--- src/rtl/adder_pkg.sv ---
`default_nettype none
// ============================================================================
//  Module      : adder_pkg
//  Description : Shared constants for the ripple-carry adder block.
//  Revision    : 1.0 - initial release
// ============================================================================
package adder_pkg;

    // Operand width used when the top level is not overridden.
    localparam int ADDER_WIDTH_DEFAULT = 4;

    // Widest operand the block is intended to support.
    localparam int ADDER_WIDTH_MAX = 32;

endpackage : adder_pkg
`default_nettype wire

--- src/rtl/full_adder_cell.sv ---
`default_nettype none
// ============================================================================
//  Module      : full_adder_cell
//  Description : One-bit full adder built from two half-adder stages and an
//                OR gate that merges their carries. Purely combinational.
//  Revision    : 1.0 - initial release
// ============================================================================
module full_adder_cell (
    input  logic a,
    input  logic b,
    input  logic cin,
    output logic sum,
    output logic cout
);

    logic w_ha0_sum;
    logic w_ha0_carry;
    logic w_ha1_sum;
    logic w_ha1_carry;

    // First half adder combines the two operand bits.
    assign w_ha0_sum   = a ^ b;
    assign w_ha0_carry = a & b;

    // Second half adder folds in the incoming carry.
    assign w_ha1_sum   = w_ha0_sum ^ cin;
    assign w_ha1_carry = w_ha0_sum & cin;

    // Only one half adder can generate a carry at a time, so OR merges them.
    assign sum  = w_ha1_sum;
    assign cout = w_ha0_carry | w_ha1_carry;

endmodule : full_adder_cell
`default_nettype wire

--- src/rtl/full_adder_4bit.sv ---
`default_nettype none
// ============================================================================
//  Module      : full_adder_4bit
//  Description : WIDTH-bit ripple-carry adder with a single registered output
//                stage. Produces {c_out, sum} = a + b + c_in one cycle after
//                a qualified input; outputs hold while no new input arrives.
//  Revision    : 1.0 - initial release
// ============================================================================
module full_adder_4bit
    import adder_pkg::*;
#(
    parameter int WIDTH = ADDER_WIDTH_DEFAULT
) (
    input  logic             clk,
    input  logic             rst,
    input  logic             in_valid,
    input  logic [WIDTH-1:0] a,
    input  logic [WIDTH-1:0] b,
    input  logic             c_in,
    output logic             out_valid,
    output logic [WIDTH-1:0] sum,
    output logic             c_out,
    output logic [WIDTH:0]   total
);

    // Carry chain: index 0 is the external carry-in, index WIDTH the carry-out.
    logic [WIDTH:0]   w_carry;
    logic [WIDTH-1:0] w_sum;

    logic             out_valid_q;
    logic             out_valid_d;
    logic [WIDTH-1:0] sum_q;
    logic [WIDTH-1:0] sum_d;
    logic             c_out_q;
    logic             c_out_d;

    assign w_carry[0] = c_in;

    // One cell per bit; each cell consumes the carry of the cell below it.
    generate
        for (genvar gi = 0; gi < WIDTH; gi++) begin : g_cell
            full_adder_cell u_cell (
                .a    (a[gi]),
                .b    (b[gi]),
                .cin  (w_carry[gi]),
                .sum  (w_sum[gi]),
                .cout (w_carry[gi+1])
            );
        end
    endgenerate

    // Next-state: capture a fresh result only on qualified inputs, else hold.
    always_comb begin
        out_valid_d = in_valid;
        sum_d       = sum_q;
        c_out_d     = c_out_q;
        if (in_valid) begin
            sum_d   = w_sum;
            c_out_d = w_carry[WIDTH];
        end
    end

    // Output register stage; reset wins over any operands presented with it.
    always_ff @(posedge clk) begin
        if (rst) begin
            out_valid_q <= 1'b0;
            sum_q       <= '0;
            c_out_q     <= 1'b0;
        end else begin
            out_valid_q <= out_valid_d;
            sum_q       <= sum_d;
            c_out_q     <= c_out_d;
        end
    end

    assign out_valid = out_valid_q;
    assign sum       = sum_q;
    assign c_out     = c_out_q;
    assign total     = {c_out_q, sum_q};

endmodule : full_adder_4bit
`default_nettype wire

--- config.mk ---
export PLATFORM = sky130hd
export DESIGN_NAME = full_adder_4bit
export DESIGN_NICKNAME = d
export VERILOG_FILES = /design/src/rtl/adder_pkg.sv /design/src/rtl/full_adder_cell.sv /design/src/rtl/full_adder_4bit.sv
export SDC_FILE = /design/constraint.sdc
export NUM_CORES = 1
export LEC_CHECK = 0
export CORE_AREA = 5 5 42 44
export CTS_BUF_LIST = sky130_fd_sc_hd__clkbuf_4 sky130_fd_sc_hd__clkbuf_8
export CTS_CLUSTER_SIZE = 14
export DETAILED_ROUTE_END_ITERATION = 10
export DIE_AREA = 0 0 47 49
export PLACE_DENSITY = 0.63
export SLEW_MARGIN = 20
export SYNTH_ARGS = -nofsm -noshare
export SYNTH_HDL_FRONTEND = slang
export SYNTH_SLANG_ARGS = --single-unit
--- constraint.sdc ---
create_clock -name clk -period 6.1 [get_ports clk]
set_input_delay 1.525 -clock clk [delete_from_list [all_inputs] [get_ports clk]]
set_output_delay 1.525 -clock clk [all_outputs]
set_load 0.005 [all_outputs]
# --- Yosys cells after proc, flatten, opt, wreduce, memory -nomap -nowiden ---
# Index checks and enable logic that the tools add are counted.
# Widths: inputs -> output; s select.
word_totals:
  reg_bits: 6
  in_bits: 12
  output_inout_bits: 11
  word_cells: 23
classes:
  n_bitwise: 20
ops:
  columns: ["op", "count"]
  rows:
  - ["$and 1x1->1", 8]
  - ["$xor 1x1->1", 8]
  - ["$or 1x1->1", 4]

# --- Longest topological paths before layout ---
depth:
  ltp_word: 9
  depth_mapped: 8
  depth_no_buf: 8

# --- By module ---
# A second synthesis with hierarchy kept.
hier_totals:
  cells_unflattened: 27
  hier_area_um2: 324.1
by_module_without_submodules:
  columns: ["module", "instances", "cells_each", "area_each_um2", "seq_area_each_um2"]
  rows:
  - ["full_adder_4bit", 1, 23, 244.0, 120.1]
  - ["full_adder_cell", 4, 1, 20.0, 0.0]

# --- Worst setup path after synthesis ---
# No wires, ideal clock.
synth_path:
  path_type: "input-to-reg"
  startpoint: "input port a[0]"
  endpoint: "register sum_q[3] (netlist: sum[3])"
  setup_ps: 86
  arrival_time_ps: 3174
  required_time_ps: 6014
  slack_ps: 2841
  cell_stages: 8
  path_buffers: 0
  path_cell_list: "inv_1 -> fa_1 -> inv_1 -> fa_1 -> fa_1 -> inv_1 -> fa_1 -> a211oi_1"
synth_between:
  elab_chain_len: 8
  word_cells_on_any_way: 9
  classes_between: "bitwise: 9"
synth_rtl:
  columns: ["item", "line", "text"]
  rows:
  - ["from (decl)", "full_adder_4bit.sv:17", "input logic [WIDTH-1:0] a,"]
  - ["$xor 1x1->1", "full_adder_cell.sv:22", "assign w_ha0_sum = a ^ b;"]
  - ["$and 1x1->1", "full_adder_cell.sv:27", "assign w_ha1_carry = w_ha0_sum & cin;"]
  - ["$or 1x1->1 *", "full_adder_cell.sv:31", "assign cout = w_ha0_carry | w_ha1_carry;"]
  - ["$and 1x1->1 *", "full_adder_cell.sv:27", null]
  - ["$or 1x1->1 *", "full_adder_cell.sv:31", null]
  - ["$and 1x1->1 *", "full_adder_cell.sv:27", null]
  - ["$or 1x1->1 *", "full_adder_cell.sv:31", null]
  - ["$xor 1x1->1 *", "full_adder_cell.sv:26", "assign w_ha1_sum = w_ha0_sum ^ cin;"]
  - ["to (signal assigned)", "full_adder_4bit.sv:71", "sum_q <= sum_d;"]
  - ["to (decl)", "full_adder_4bit.sv:32", "logic [WIDTH-1:0] sum_q;"]
# Every way passes the cells marked *; elsewhere a longest branch is shown, timed or not.
# A chain may end at the register's enable or synchronous reset.

# --- Final worst setup path ---
# Ends and elaborated chain as after synthesis.

==> out/metrics.cfg <==
[layout]
n_antenna_cell = 0
syn2layout_area_growth_pct = 61.5
nFillCells = 149
multi_input_area_um2 = 153
drive_gt1_share_pct = 9.43
final_common_cell = clkdlybuf4s50_1
nNetsFinal = 71
final_cell_mix = 22 x clkdlybuf4s50_1, 7 x inv_1, 6 x dfxtp_1
register_area_um2 = 120

[route]
wl_um = 650
num_vias = 260
drc = 0
drtIter0Drc = 0
vias_per_cell = 3.77
drt-pass1-iter-count = 1
drtAntennaViolNets = 0
wl_per_cell_um = 9.42

[critical_path]
cp_max_fo = 1
rr_worst_depth = 2
cp_cell_sequence = clkdlybuf4s50_1 > inv_1 > fa_1 > inv_1 > fa_1 > fa_1 > inv_1 > fa_1 > a211oi_1
crit_top_cell = fa_1
cp_top_family = adder cells
worstSetupStartpoint = a[0]
crit_slowest_cell = fa_1
critPathKind = in -> reg
path_depth = 9
worstPathRequired_ps = 6250
reg2reg_slack_ps = 5430
critPathBufInv = 4
crit_arrival_ps = 3670
cp-start-kind = primary input
endpoint_kind = flip-flop
worstReg2RegStart = sum[3]$_SDFFE_PP0P_
critPathMaxStageDelay_ps = 410
cp-endpoint = sum[3]$_SDFFE_PP0P_
worstReg2RegEnd = sum[3]$_SDFFE_PP0P_

[sta]
min_period_ps = 3530
worstMarginPinSlew_ps = 361
slew_headroom_pct = 75.9
finalClockSkew_ps = 0
rsz0062_at_grt = false
setup_violations = 0
finalHoldViolations = 0
drv_slew = 0
period_share_pct = 57.8
fin_setup_tns_ps = 0
max_clock_freq_mhz = 284
finalWorstSetupSlack_ps = 2570

[synthesis]
synth_compound_area_share_pct = 6.47
yosysTopAreaCell = dfxtp_1
synth.area.mux_share_pct = 5.76
synth_seq_area_share_pct = 34.5
syn-cell-area_um2 = 348
synth.top_cell.area_share_pct = 34.5
ys_types = 10
synth_seq_cells = 6
synth_fa_ha_area_share_pct = 23.0
synth_xor_area_share_pct = 0
yosysWarnings = 0
synth_area_leaders = dfxtp_1 35%, fa_1 23%, buf_4 11%, inv_1 7.6%, a211oi_1 6.5%
synth_top_family_by_area = adder cells
syn_inst = 34
synth-simple-area-share_pct = 8.63
avgSynthCellArea_um2 = 10.2
synthesis.nets = 50

[place]
dpl.hpwl_um = 585
numPortBuffers = 22
dp_slack_ps = 2310
place_congestion = 0.665

[grt]
grt_pass1_wl_um = 1040
antenna_found_initial = 0
grt_pass1_vias = 260
grt_overflow_total = 0
grt_usage_pct = 6.24
grt_max_degree = 10

[floorplan]
initial_core_util_pct = 24.8
fp.dieW_um = 47
io_pins = 23
die_area_um2 = 2300
core_area_um2 = 1400
die_y_um = 49
num_rows = 14

[cts]
cts_buffer_depth = 2
clock-sinks = 6
cts_made_buffers = 3
htreeDepth = 1
hold_buffers = 0
ctsResizeCount = 0
cts_tree = built
cts_root_buf = clkbuf_4
clkLatencyLatePin_ps = 230
clk_pin_slew_ps = 40
post_cts_buffers = 0

[pwr]
total_power_uw = 113
p_int_uw = 87.2
static-leakage-power_uw = 0.000239
p_sw_share_pct = 22.6
p_clk_share_pct = 30.4
pwr-share-comb_pct = 29.3
switching_power_uw = 25.4
vdd.ir_drop.worst_mv = 0.111
power_density_nw_per_um2 = 200
seqPwrFrac_pct = 40.3

[min_path]
worstHoldPathType = reg -> reg

[run]
maxCapViolations = 0

[status]
status = finished, final reports clean

==> state kept, by name, summed over array words and instances, names as in the netlist <==
name,cells
c_out,1
sum,4
out_valid,1
==> layer usage <==
metal / wire [µm] / global-route usage, %
met1: 233 / 7.62
met2: 327 / 8.37
met3: 89 / 4.06
met4: 0 / 2.76
met5: 0 / 0
==> stage by stage <==
| stage | util [%] | cells | hold slack, ps | instance area [µm²] |
|---|---|---|---|---|
| finish | 40.1 | 69 | 487 | 562 |
| global route | 40.1 | 69 | 522 | 562 |
| CTS | 40.1 | 69 | 494 | 562 |
| detailed placement | 38.5 | 66 | 488 | 539 |
| global placement | 38.5 | 66 | 480 | 539 |
| floorplan | - | 34 | 481 | 348 |
==> worst reg2reg max path: stages, from the launching register on <==
cell and delay [ps]:
dfxtp_1 350, nor2_2 40, a211oi_1 190
==> cells by family (layout without fill, tap and decap cells) <==
kind of cell / count (synthesis) / count (layout)
compound gates: 3 / 3
buf+inv: 13 / 32
simple gates: 6 / 6
fa+ha+maj: 4 / 4
flops: 6 / 6
mux: 2 / 2
==> area by class of cell <==
cell class / count / area share (%)
Tap cell: 16 / 3.56
Sequential cell: 6 / 21.4
Clock buffer: 3 / 4.01
Multi-Input combinational cell: 15 / 27.2
Timing Repair Buffer: 22 / 39.2
Inverter: 7 / 4.68
==> power groups by stage <==
stage / Combinational, µW / Clock, µW / Sequential (µW)
floorplan: 15.1 / 0 / 46.4
finish: 33.0 / 34.2 / 45.4
CTS: 33.8 / 35.8 / 45.5
global route: 36.7 / 39.2 / 46.0
global placement: 32.9 / 0 / 46.1
detailed placement: 33.6 / 0 / 46.2
==> cell usage after synthesis <==
library cell	count
dfxtp_1	6
mux2i_1	2
inv_1	7
a211oi_1	3
fa_1	4
nor2_2	2
nor2b_1	1
buf_6	1
buf_4	5
nor2_1	3
==> worst min path at each step <==
stage / slack (ps) / startpoint / depth (start not counted) / to
after floorplan: 480 / sum[0]$_SDFFE_PP0P_ / 2 / sum[0]$_SDFFE_PP0P_
after global placement: 480 / sum[0]$_SDFFE_PP0P_ / 2 / sum[0]$_SDFFE_PP0P_
after detailed placement: 490 / c_out$_SDFFE_PP0P_ / 2 / c_out$_SDFFE_PP0P_
after CTS: 490 / c_out$_SDFFE_PP0P_ / 2 / c_out$_SDFFE_PP0P_
after global routing: 520 / sum[0]$_SDFFE_PP0P_ / 2 / sum[0]$_SDFFE_PP0P_
final: 490 / sum[0]$_SDFFE_PP0P_ / 2 / sum[0]$_SDFFE_PP0P_
No activity file was read; power rests on OpenSTA's default activity.
